==> config.mk <==
export PLATFORM = sky130hd
export DESIGN_NAME = mult_div_seq
export DESIGN_NICKNAME = d
export VERILOG_FILES = /design/src/rtl/mult_div_seq.sv
export SDC_FILE = /design/constraint.sdc
export NUM_CORES = 1
export LEC_CHECK = 0
export CAP_MARGIN = 20
export CORE_AREA = 2 2 234 236
export DETAILED_ROUTE_END_ITERATION = 10
export DIE_AREA = 0 0 236 238
export PLACE_DENSITY = 0.56
export SYNTH_ARGS = -nofsm -noshare
export SYNTH_HDL_FRONTEND = slang
export SYNTH_SLANG_ARGS = --single-unit
==> constraint.sdc <==
create_clock -name clk -period 3.9 [get_ports clk]
set_input_delay 0.78 -clock clk [delete_from_list [all_inputs] [get_ports clk]]
set_output_delay 0.78 -clock clk [all_outputs]
set_load 0.005 [all_outputs]
==> src/rtl/mult_div_seq.sv <==
// Iterative radix-2 multiply/divide sequencer with start/done handshake.
// Signed operands are processed as magnitudes and sign-corrected in a final FIX cycle.
module mult_div_seq #(
  parameter int WIDTH = 32
) (
  input  logic             clk,
  input  logic             reset,
  input  logic             start,
  input  logic             op,
  input  logic             is_signed,
  input  logic [WIDTH-1:0] a,
  input  logic [WIDTH-1:0] b,
  output logic             busy,
  output logic             done,
  output logic             div0,
  output logic [WIDTH-1:0] hi,
  output logic [WIDTH-1:0] lo
);

  localparam int CW = $clog2(WIDTH);

  typedef enum logic [1:0] {
    IDLE,
    RUN,
    FIX,
    DONE
  } state_t;

  state_t state, state_nx;

  logic [CW-1:0]      cnt;
  logic               op_r;
  logic               sign_a;
  logic               sign_b;
  logic [WIDTH-1:0]   opb;
  logic [2*WIDTH-1:0] acc;
  logic [WIDTH:0]     rem;
  logic               div0_r;
  logic [WIDTH-1:0]   hi_r;
  logic [WIDTH-1:0]   lo_r;

  logic               start_div0;
  logic               last_step;
  logic [WIDTH-1:0]   mag_a;
  logic [WIDTH-1:0]   mag_b;
  logic [WIDTH-1:0]   mul_addend;
  logic [WIDTH:0]     mul_sum;
  logic [2*WIDTH-1:0] mul_acc_nx;
  logic [WIDTH:0]     div_sh;
  logic               div_ge;
  logic [WIDTH:0]     div_rem_nx;
  logic [2*WIDTH-1:0] div_acc_nx;
  logic [2*WIDTH-1:0] prod_fix;
  logic [WIDTH-1:0]   quo_fix;
  logic [WIDTH-1:0]   rem_fix;

  assign start_div0 = start && op && (b == '0);
  assign last_step  = (cnt == CW'(WIDTH - 1));

  // State register
  always_ff @(posedge clk) begin
    if (reset) state <= IDLE;
    else       state <= state_nx;
  end

  // Next-state logic
  always_comb begin
    state_nx = state;
    unique case (state)
      IDLE: if (start) state_nx = start_div0 ? DONE : RUN;
      RUN:  if (last_step) state_nx = FIX;
      FIX:  state_nx = DONE;
      DONE: state_nx = IDLE;
      default: state_nx = IDLE;
    endcase
  end

  // Operand magnitudes and one radix-2 step of each datapath
  always_comb begin
    mag_a      = (is_signed && a[WIDTH-1]) ? -a : a;
    mag_b      = (is_signed && b[WIDTH-1]) ? -b : b;

    mul_addend = acc[0] ? opb : '0;
    mul_sum    = {1'b0, acc[2*WIDTH-1:WIDTH]} + {1'b0, mul_addend};
    mul_acc_nx = {mul_sum, acc[WIDTH-1:1]};

    // Restoring step: remainder shifts in the next dividend bit, quotient bit enters acc LSB
    div_sh     = {rem[WIDTH-1:0], acc[WIDTH-1]};
    div_ge     = rem[WIDTH] || (div_sh >= {1'b0, opb});
    div_rem_nx = div_ge ? (div_sh - {1'b0, opb}) : div_sh;
    div_acc_nx = {acc[2*WIDTH-1:WIDTH], acc[WIDTH-2:0], div_ge};

    prod_fix   = (sign_a ^ sign_b) ? -acc : acc;
    quo_fix    = (sign_a ^ sign_b) ? -acc[WIDTH-1:0] : acc[WIDTH-1:0];
    rem_fix    = sign_a ? -rem[WIDTH-1:0] : rem[WIDTH-1:0];
  end

  // Datapath registers
  always_ff @(posedge clk) begin
    if (reset) begin
      cnt    <= '0;
      op_r   <= 1'b0;
      sign_a <= 1'b0;
      sign_b <= 1'b0;
      opb    <= '0;
      acc    <= '0;
      rem    <= '0;
      div0_r <= 1'b0;
      hi_r   <= '0;
      lo_r   <= '0;
    end else begin
      unique case (state)
        IDLE: begin
          if (start) begin
            if (start_div0) begin
              div0_r <= 1'b1;
            end else begin
              op_r   <= op;
              sign_a <= is_signed && a[WIDTH-1];
              sign_b <= is_signed && b[WIDTH-1];
              cnt    <= '0;
              rem    <= '0;
              if (op) begin
                opb <= mag_b;
                acc <= {{WIDTH{1'b0}}, mag_a};
              end else begin
                opb <= mag_a;
                acc <= {{WIDTH{1'b0}}, mag_b};
              end
            end
          end
        end
        RUN: begin
          cnt <= cnt + 1'b1;
          if (op_r) begin
            acc <= div_acc_nx;
            rem <= div_rem_nx;
          end else begin
            acc <= mul_acc_nx;
          end
        end
        FIX: begin
          if (op_r) begin
            hi_r <= rem_fix;
            lo_r <= quo_fix;
          end else begin
            hi_r <= prod_fix[2*WIDTH-1:WIDTH];
            lo_r <= prod_fix[WIDTH-1:0];
          end
        end
        DONE: div0_r <= 1'b0;
        default: ;
      endcase
    end
  end

  assign busy = (state == RUN) || (state == FIX);
  assign done = (state == DONE);
  assign div0 = div0_r;
  assign hi   = hi_r;
  assign lo   = lo_r;

endmodule

==> results of run 1 <==
==> worst max path at each step <==
stage          startpoint  endpoint
3_3_place_gp         b[2]   acc[15]
2_1_floorplan      acc[0]   acc[59]
5_1_grt           acc[31]   rem[28]
3_5_place_dp         b[2]   acc[15]
4_1_cts            opb[0]   acc[59]
6_report           opb[0]   acc[59]
==> cells in the mapped netlist, types with 13 or more instances <==
cell / instances / share of area
a22o_1: 20 / 0.011
xnor2_1: 99 / 0.056
or3_1: 14 / 0.0057
or4_1: 13 / 0.0063
nand3_1: 28 / 0.0091
nand4_1: 13 / 0.0053
dfxtp_1: 204 / 0.27
clkbuf_1: 101 / 0.025
inv_1: 78 / 0.019
o21ai_0: 132 / 0.043
nand2b_1: 18 / 0.0073
a211oi_1: 86 / 0.042
a22oi_1: 20 / 0.0097
a21oi_1: 187 / 0.061
nand2_1: 184 / 0.045
and2_1: 13 / 0.0053
ha_1: 74 / 0.060
o41ai_1: 14 / 0.0080
xor2_1: 105 / 0.060
nor2_1: 258 / 0.063
mux2_2: 21 / 0.015
a21o_1: 36 / 0.018
mux2i_1: 28 / 0.018
nor3_1: 52 / 0.017
a31oi_1: 20 / 0.0081
o211ai_1: 31 / 0.015
nor4_1: 13 / 0.0053
o31ai_1: 26 / 0.013
a311oi_1: 15 / 0.0085
==> layout make-up <==
cell class,count,area [µm²],share of cell area
Multi-Input combinational cell,1645,10600,0.564
Sequential cell,204,4090,0.217
Timing Repair Buffer,209,1970,0.105
Tap cell,696,871,0.0464
Clock buffer,30,686,0.0365
Inverter,80,300,0.0160
Clock inverter,17,287,0.0153
Antenna cell,1,2.50,0.000133
==> cells by family (layout without fill, tap and decap cells) <==
kind of cell	Yosys count	in the layout
compound gates	662	662
xor+xnor	204	204
fa+ha+maj	76	76
buf+inv	198	336
flops	204	204
mux	49	49
other cells	0	1
simple gates	654	654
==> flip-flops by register name, indices dropped and copies added (netlist names) <==
register	flops
acc	64
cnt	5
div0	1
hi	32
lo	32
op_r	1
opb	32
rem	33
sign_a	1
sign_b	1
state	2
==> cells in the final DEF, fill, tap and decap left out, types with 27 or more instances in the layout <==
cell type | netlist | final
nor2_1 | 258 | 257
dfxtp_1 | 204 | 203
a21oi_1 | 187 | 185
nand2_1 | 184 | 184
clkdlybuf4s50_1 | 0 | 133
o21ai_0 | 132 | 132
xor2_1 | 105 | 104
xnor2_1 | 99 | 98
a211oi_1 | 86 | 86
inv_1 | 78 | 78
ha_1 | 74 | 73
buf_4 | 1 | 69
nor3_1 | 52 | 51
a21o_1 | 36 | 36
o211ai_1 | 31 | 31
mux2i_1 | 28 | 28
nand3_1 | 28 | 27
==> critical path, cell delays in order (launching register included) <==
cell and delay, ns:
dfxtp_1 0.42, and2_1 0.16, ha_1 0.17, inv_1 0.06
fa_1 0.40, nor2b_1 0.19, o211ai_1 0.15, a32oi_1 0.37
a31o_2 0.26, a311oi_1 0.10, o21bai_1 0.26, a211oi_1 0.12
buf_4 0.16, or4b_2 0.62, nand3_1 0.10
==> per-stage QoR <==
stage,hold WS (ns),instances,setup slack [ns]
floorplan,0.427,2047,0.642
global placement,0.432,2833,0.0924
detailed placement,0.441,2833,0.0514
CTS,0.449,2880,0.329
global route,0.467,2882,0.0250
finish,0.444,2882,0.286
==> power by group through the flow <==
stage / sequential, µW / combinational [µW] / clock, µW
floorplan: 2800 / 3150 / 0
global placement: 2960 / 4830 / 0
detailed placement: 2970 / 4870 / 0
CTS: 2930 / 4890 / 2820
global route: 2990 / 5360 / 2900
finish: 2930 / 4920 / 2760
==> metal layers <==
| metal | part of all wire | vias to the layer above | GRT usage |
|---|---|---|---|
| met5 | 0 | - | 0 |
| li1 | - | 7631 | - |
| met2 | 0.46 | 458 | 0.336 |
| met1 | 0.45 | 7450 | 0.261 |
| met3 | 0.054 | 88 | 0.0209 |
| met4 | 0.032 | 0 | 0.0676 |
==> impl_metrics.csv, run 1 <==
group,metric,value,unit
status,outcome,"finished clean",
worst_hold_path,hold_path_depth,2,
floorplanning,core,53500,µm²
power_and_ir_drop,power.share.clock,0.260,
synth,synth_seq_cells,204,
sta,finalCritPeriodShare,0.927,
floorplanning,fp.dieH,238,µm
synth,syn-num-nets,2192,
sta,setup_tns,0,ns
floorplanning,die_x,236,µm
place,io_buffer_count,135,
power_and_ir_drop,leakage,0.00740,µW
clock_tree,cts.clk_slew.worst_paths,0.06,ns
critical_path,worstSetupPathType,"register to register",
final_layout,postLayoutCellArea,18800,µm²
clock_tree,insertion_delay,0.57,ns
power_and_ir_drop,pwr-share-comb,0.464,
synth,ys_warn_count,0,
power_and_ir_drop,swShare,0.423,
critical_path,cp_max_fo,3,
clock_tree,cts_setup_buffers,0,
synth,synth_edf_count,0,
synth,ys_types,80,
global_routing,grt_pass1_vias,15000,
synth,async_flop_share,0,
clock_tree,hold_buffers,0,
clock_tree,max-clock-path-buffers,3,
sta,max_clock_freq,0.277,GHz
place,placedInstanceArea,17800,µm²
synth,ys_seq_area_frac,0.265,
clock_tree,cts_max_level,1,
clock_tree,cts.sinks,204,
clock_tree,tritoncts,"yes",
detailed_routing,vias_per_cell,5.42,
floorplanning,rows,85,
global_routing,track_usage,0.198,
synth,synth_compound_gate_area_share,0.278,
sta,worst_pin_slew,1.11,ns
global_routing,grt_max_degree,75,
critical_path,cp.required,4.39,ns
synth,synth_simple_gate_area_frac,0.195,
synth,syn_area,15400,µm²
power_and_ir_drop,seqPwrFrac,0.276,
power_and_ir_drop,peakVddDrop,0.344,mV
detailed_routing,route.detailed.drc,0,
final_layout,drive_gt1_frac,0.0810,
global_routing,grt-ovfl-total,0,
critical_path,r2r-end,"acc[59]",
sta,fin_crit,3.61,ns
power_and_ir_drop,power_density,564,nW/µm²
floorplanning,io_pins,136,
detailed_routing,drt_iter0_markers,1269,
final_layout,layout-area-overhead-vs-synth,22.0,%
final_layout,fin_nets,2311,
synth,synth_top_family_by_area,"compound AO/OA/AOI/OAI gates",
detailed_routing,ant_nets,0,
global_routing,antenna_found_initial,1,
worst_hold_path,hp-start,"hi[19]",
critical_path,end_kind,"register",
place,hpwlAfterDp,44.6,mm
power_and_ir_drop,total_power,10600,µW
clock_tree,root_buffer,"clkbuf_16",
sta,hold_viol,0,
final_layout,num-fill-cells,5571,
detailed_routing,drt_pass1_iterations,6,
clock_tree,post_cts_resized,0,
power_and_ir_drop,switchingPower,4480,µW
worst_hold_path,hold_class,"register to register",
floorplanning,die-area,56200,µm²
worst_hold_path,min_to,"hi[19]",
synth,synthAdderAreaFrac,0.0627,
detailed_routing,wire_per_inst,19.8,µm
synth,synthMuxAreaShare,0.0335,
sta,fin_worst_skew,0.0266,ns
critical_path,rr_startpoint,"opb[0]",
sta,slew_violations,0,
synth,ys.flop_type,"dfxtp_1",
job,cap_violations,0,
clock_tree,cts_made_buffers,26,
critical_path,cp.arrival,4.11,ns
sta,setup_viol,0,
critical_path,reg2reg_slack,0.29,ns
detailed_routing,wirelength,57.1,mm
sta,slew_headroom,0.258,
critical_path,r2r_cells,14,
sta,grt_setup_unrepaired,"false",
global_routing,grt_first_pass_wirelength,87.9,mm
final_layout,final_util,0.351,
synth,synthXorXnorAreaFrac,0.116,
detailed_routing,vias,15600,
critical_path,critical_path.startpoint_type,"register",
synth,synthCells,2047,
place,gp_congestion,0.942,
synth,avgSynthCellArea,7.52,µm²
power_and_ir_drop,intPower,6120,µW
floorplanning,initial_utilization,0.288,
Power figures use the tool's default switching activity.
==> run 2, diff against run 1 <==
--- a/config.mk
+++ b/config.mk
@@ -10,6 +10,7 @@
 export DETAILED_ROUTE_END_ITERATION = 10
 export DIE_AREA = 0 0 236 238
 export PLACE_DENSITY = 0.56
+export SKIP_LAST_GASP = 1
 export SYNTH_ARGS = -nofsm -noshare
 export SYNTH_HDL_FRONTEND = slang
 export SYNTH_SLANG_ARGS = --single-unit
==> results of run 2 <==
No change in the layout: final DEF, timing and power equal those of run 1.
==> variant 1, RTL diff (config.mk and constraints of run 1) <==
Change the parameter `WIDTH` from 32 to 16.
--- a/src/rtl/mult_div_seq.sv
+++ b/src/rtl/mult_div_seq.sv
@@ -1,7 +1,7 @@
 // Iterative radix-2 multiply/divide sequencer with start/done handshake.
 // Signed operands are processed as magnitudes and sign-corrected in a final FIX cycle.
 module mult_div_seq #(
-  parameter int WIDTH = 32
+  parameter int WIDTH = 16
 ) (
   input  logic             clk,
   input  logic             reset,
Ports: changed (resized a, b, hi and lo); port bits go from 136 to 72. No check against the original RTL was run, so the function may have changed too.
==> variant 1 against run 1 <==
- sequential cell count down 97
- synthesized cell count down 49%
- fmax grew 3.9%
- design area fell by 48%
- total power down 53%
- routed wire length fell by 53%
- worst setup slack better by 0.14 ns
- area after synthesis down 48%
- critical path type is now input port to flop
- critical endpoint is now acc[31]
- largest cell class unchanged
==> variant 1: results (changes against run 1) <==
status finished, final reports clean; Non-CTS buffers 85 (-59%); Max clock buf depth 2 (-1); Worst Hold End hi[2]; syn_area_per_cell 7.69 um2 (+2.2%); Netlist cell types 72 (-10%); Largest regs acc x32, rem x17; Initial DRC Count 601 (-53%); Worst Path Max Fanout 21 (+18); top cells by count, synth 136 x nor2_1, 107 x dfxtp_1, 83 x a21oi_1, 80 x nand2_1, 50 x o21ai_0; Final #Nets 1155 (-50%); maximum VDD drop 244 uV (-29%); Hold WS 0.460 ns (+0.0160 ns); Reg clk slew, reported paths 0.08 ns (+0.02 ns); Logic inverters 42 (-48%); DRT Pass-1 Iters 5 (-1); CTS Buf Count 9 (-65%); largest cells by area after synthesis dfxtp_1 27%, ha_1 6.4%, nor2_1 6.4%; Clock Buffer Count 10 (-67%); area grow syn2layout 21.8%; layout cells sized above 1 5.83% (-2.3 points); Post-Syn Nets 1115 (-49%); worst-case reg-to-reg path depth 8 (-6); placed cells 1760 (-38%); fill count 6011 (+7.9%); Final WS setup 0.422 ns (+0.136 ns); sequential area share after synthesis 26.9% (+0.39 points); worst r2r src rem[0]; max_slew headroom 38.8% (+13 points); # port buffers 71 (-47%); Syn Inst Count 1035 (-49%); critical path launch point b[7]; # H-tree levels 3 (+2); Worst Setup EP acc[31]; #MultiIn Comb 830 (-50%); pre-CTS setup slack -0.0250 ns (-0.0763 ns); via count 7753 (-50%); HPWL after detailed placement 21.5 mm (-52%); via/cell ratio 4.37 (-19%)
[variant 1: cell types whose count changed after synthesis, sizes merged, moves of 14 or more]
| cell | change |
|---|---|
| a211oi | -46 |
| a21o | -31 |
| a21oi | -105 |
| a22oi | -14 |
| clkbuf | -61 |
| dfxtp | -97 |
| ha | -33 |
| inv | -36 |
| nand2 | -104 |
| nor2 | -122 |
| o211ai | -21 |
| o21ai | -83 |
| xnor2 | -56 |
| xor2 | -61 |
[variant 1: critical path: stages]
cell	delay [ns]
clkdlybuf4s50_1	0.51
nor4_1	0.64
and4_4	0.42
o21a_4	0.14
buf_4	0.25
a21oi_1	0.11
nor2_1	0.55
a21o_1	0.21
o311a_1	0.15
[variant 1: per-layer routing]
metal	wire, um	vias up	track usage, %
li1	-	3867	-
met2	12000	202	15.1
met3	1180	26	1.16
met5	0	-	0
met4	597	0	3.17
met1	13000	3658	12.9
[variant 1: metrics by stage]
stage | util, % | setup TNS, ns
global placement | 17.6 | -0.0294
finish | 18.1 | 0
floorplan | - | 0
global route | 18.1 | 0
detailed placement | 17.6 | -0.0250
CTS | 18.1 | 0
[variant 1: power groups by stage]
stage / registers [mW] / logic [mW] / clock network [mW]
6_report: 1.60 / 2.49 / 0.911
5_1_grt: 1.64 / 2.74 / 0.975
4_1_cts: 1.60 / 2.49 / 0.925
3_5_place_dp: 1.62 / 2.48 / 0
3_3_place_gp: 1.62 / 2.46 / 0
2_1_floorplan: 1.49 / 1.74 / 0
[variant 1: logic make-up after synthesis]
logic type               after synthesis  synth area share [%]
adder cells (fa/ha/maj)               43                  6.95
buffers and inverters                 98                  4.90
multiplexers                          29                  3.87
AND/OR/NAND/NOR                      361                  21.3
XOR/XNOR                              87                  9.57
AO/OA/AOI/OAI                        310                  26.5
flip-flops                           107                  26.9
==> variant 2, RTL diff (config.mk and constraints of run 1) <==
Made on the original files. Put a register stage on the outputs `busy` and `done`, with the module's reset. The values now appear one clock later. The other outputs are not delayed to match.
--- a/src/rtl/mult_div_seq.sv
+++ b/src/rtl/mult_div_seq.sv
@@ -154,8 +154,15 @@
     end
   end
 
-  assign busy = (state == RUN) || (state == FIX);
-  assign done = (state == DONE);
+  always_ff @(posedge clk) begin
+    if (reset) begin
+      busy <= '0;
+      done <= '0;
+    end else begin
+      busy <= (state == RUN) || (state == FIX);
+      done <= (state == DONE);
+    end
+  end
   assign div0 = div0_r;
   assign hi   = hi_r;
   assign lo   = lo_r;
Formal check against the unedited RTL: not equivalent (a bounded check fails within 4 cycles, from zero or initial values and one cycle with reset high).
==> variant 2 against run 1 <==
- sequential cell count up 2
- combinational power down 38%
- fmax down 0.70%
- area after synthesis up 1.3%
- design area up 0.83%
- total power down 22%
- worst setup slack worse by 0.025 ns
- critical endpoint is now acc[62]
- largest cell class unchanged
- via count up 0.58%
- synthesized cell count up 1.3%
- routed wire length up 2.0%
==> variant 2: results (changes against run 1) <==
Final Skew 0.0180 ns (-0.00861 ns); worst-case reg-to-reg path depth 13 (-1); Tot GR Track Use 20.1% (+0.35 points); Initial DRC Count 1117 (-12%); first-pass GRT wire length 88.9 mm (+1.2%); post-synth top area share 26.4% (-0.086 points); Worst Path Max Fanout 23 (+20); critical path's largest stage delay 0.38 ns (-0.24 ns); Largest regs acc x64, rem x33; top cells by count, synth 223 x nor2_1, 213 x nand2_1, 206 x dfxtp_1, 191 x a21oi_1, 141 x o21ai_0; worst path arrival time 4.14 ns (+0.03 ns); initial antenna violation count 0 (-1); total wire length 58.3 mm (+2.0%); Reg area 4130 um2 (+0.98%); HPWL after detailed placement 45.5 mm (+1.9%); largest cells by area after synthesis dfxtp_1 26%, a21oi_1 6.1%, ha_1 5.9%; final setup vio count 0 (unchanged); Final #Nets 2336 (+1.1%); hold path startpoint hi[9]; worst r2r src acc[0]; r2r endpoint acc[62]; placed cells 2859 (+0.92%); Pleak 7.41 nW (+0.17%); clock latency on the worst-skew pair 0.56 ns; routability congestion estimate from global placement 0.932 (-1.1%); Max clock buf depth 3 (unchanged); Worst Hold End hi[9]; status finished, final reports clean; Post-Syn Nets 2219 (+1.2%); via/cell ratio 5.41 (-0.28%); syn_area_per_cell 7.52 um2 (about the same); DRT Pass-1 Iters 5 (-1); Netlist cell types 83 (+3.8%); fill count 5610 (+0.70%); Reg2Reg Setup Slack 0.26 ns (-0.03 ns); maximum VDD drop 353 uV (+2.6%); Hold Path Class flop to flop; predominant post-synthesis flop cell dfxtp_1; slew at the pin closest to its max-slew limit 1.02 ns (-0.0918 ns); Post-CTS Setup Repair Bufs 0 (unchanged); Root Driver clkbuf_16; number of synthesized flops with an enable pin 0 (unchanged); YS warnings 0 (unchanged); sequential area share after synthesis 26.4% (-0.086 points); layout cells sized above 1 8.32% (+0.22 points); Slowest-stage cell, CP a221o_1; number of global-route vias before repair 14873 (-0.75%); largest net degree at the start of global routing 110 (+47%); asr flop ratio synth 0% (unchanged); n_diodes 0 (-1); routed length per instance 20.0 um (+1.1%)
variant 2: cell count changes after synthesis, moves of 14 or more:
cell	before	now
nor2_1	258	223
a21o_1	36	22
nor3_1	52	69
a211oi_1	86	62
nand2_1	184	213
mux2i_1	28	44
variant 2: logic make-up after synthesis:
family,synth area share (%)
compound gates,26.3
xor+xnor,11.0
fa+ha+maj,6.19
buf+inv,5.39
flops,26.4
mux,4.48
simple gates,20.2
variant 2: how the worst max path moves through the flow:
| stage | cells after the start | slack [ns] | end | startpoint |
|---|---|---|---|---|
| global route | 13 | 0.009 | acc[62] | acc[0] |
| global placement | 10 | 0.12 | opb[26] | b[16] |
| finish | 13 | 0.26 | acc[62] | acc[0] |
| floorplan | 12 | 0.51 | acc[50] | acc[0] |
| CTS | 12 | 0.18 | acc[50] | acc[0] |
| detailed placement | 10 | 0.10 | opb[26] | b[16] |
variant 2: where the power goes:
| part | switching [mW] | internal, mW | total [mW] | leakage (nW) |
|---|---|---|---|---|
| Combinational | 1.93 | 1.12 | 3.05 | 5.27 |
| Clock | 1.04 | 1.64 | 2.68 | 0.462 |
| Sequential | 0.240 | 2.30 | 2.54 | 1.67 |
variant 2: layer usage:
layer	share of wire [%]	GRT usage, %	up-vias
li1	-	-	7698
met1	45	26.3	7475
met2	46	33.6	428
met3	4.8	2.34	117
met4	4.4	8.57	0
met5	0	0	-
variant 2: area by class of cell:
class	count	area share, %
Multi-Input combinational cell	1661	56.5
Sequential cell	206	21.8
Timing Repair Buffer	209	10.4
Tap cell	696	4.60
Clock buffer	30	3.73
Inverter	87	1.74
Clock inverter	18	1.33
variant 2: worst register-to-register path, delay by kind of cell (launching register included):
family | cells | cell delay [ns]
buffers and inverters | 2 | 0.56
and+or+nand+nor | 3 | 0.28
muxes | 1 | 0.37
adders and majority gates | 1 | 0.33
AOI/OAI and AO/OA | 6 | 1.67
DFF | 1 | 0.37
variant 2: metrics by stage:
step	util [%]	cell area [um2]	setup slack [ns]	hold slack [ns]	total power, mW
finish	35.4	18900	0.260	0.446	8.27
global route	35.4	18900	0.00887	0.466	8.71
detailed placement	33.6	18000	0.103	0.436	5.61
global placement	33.6	18000	0.117	0.436	5.58
floorplan	-	15600	0.514	0.425	4.46
CTS	35.4	18900	0.177	0.451	8.30
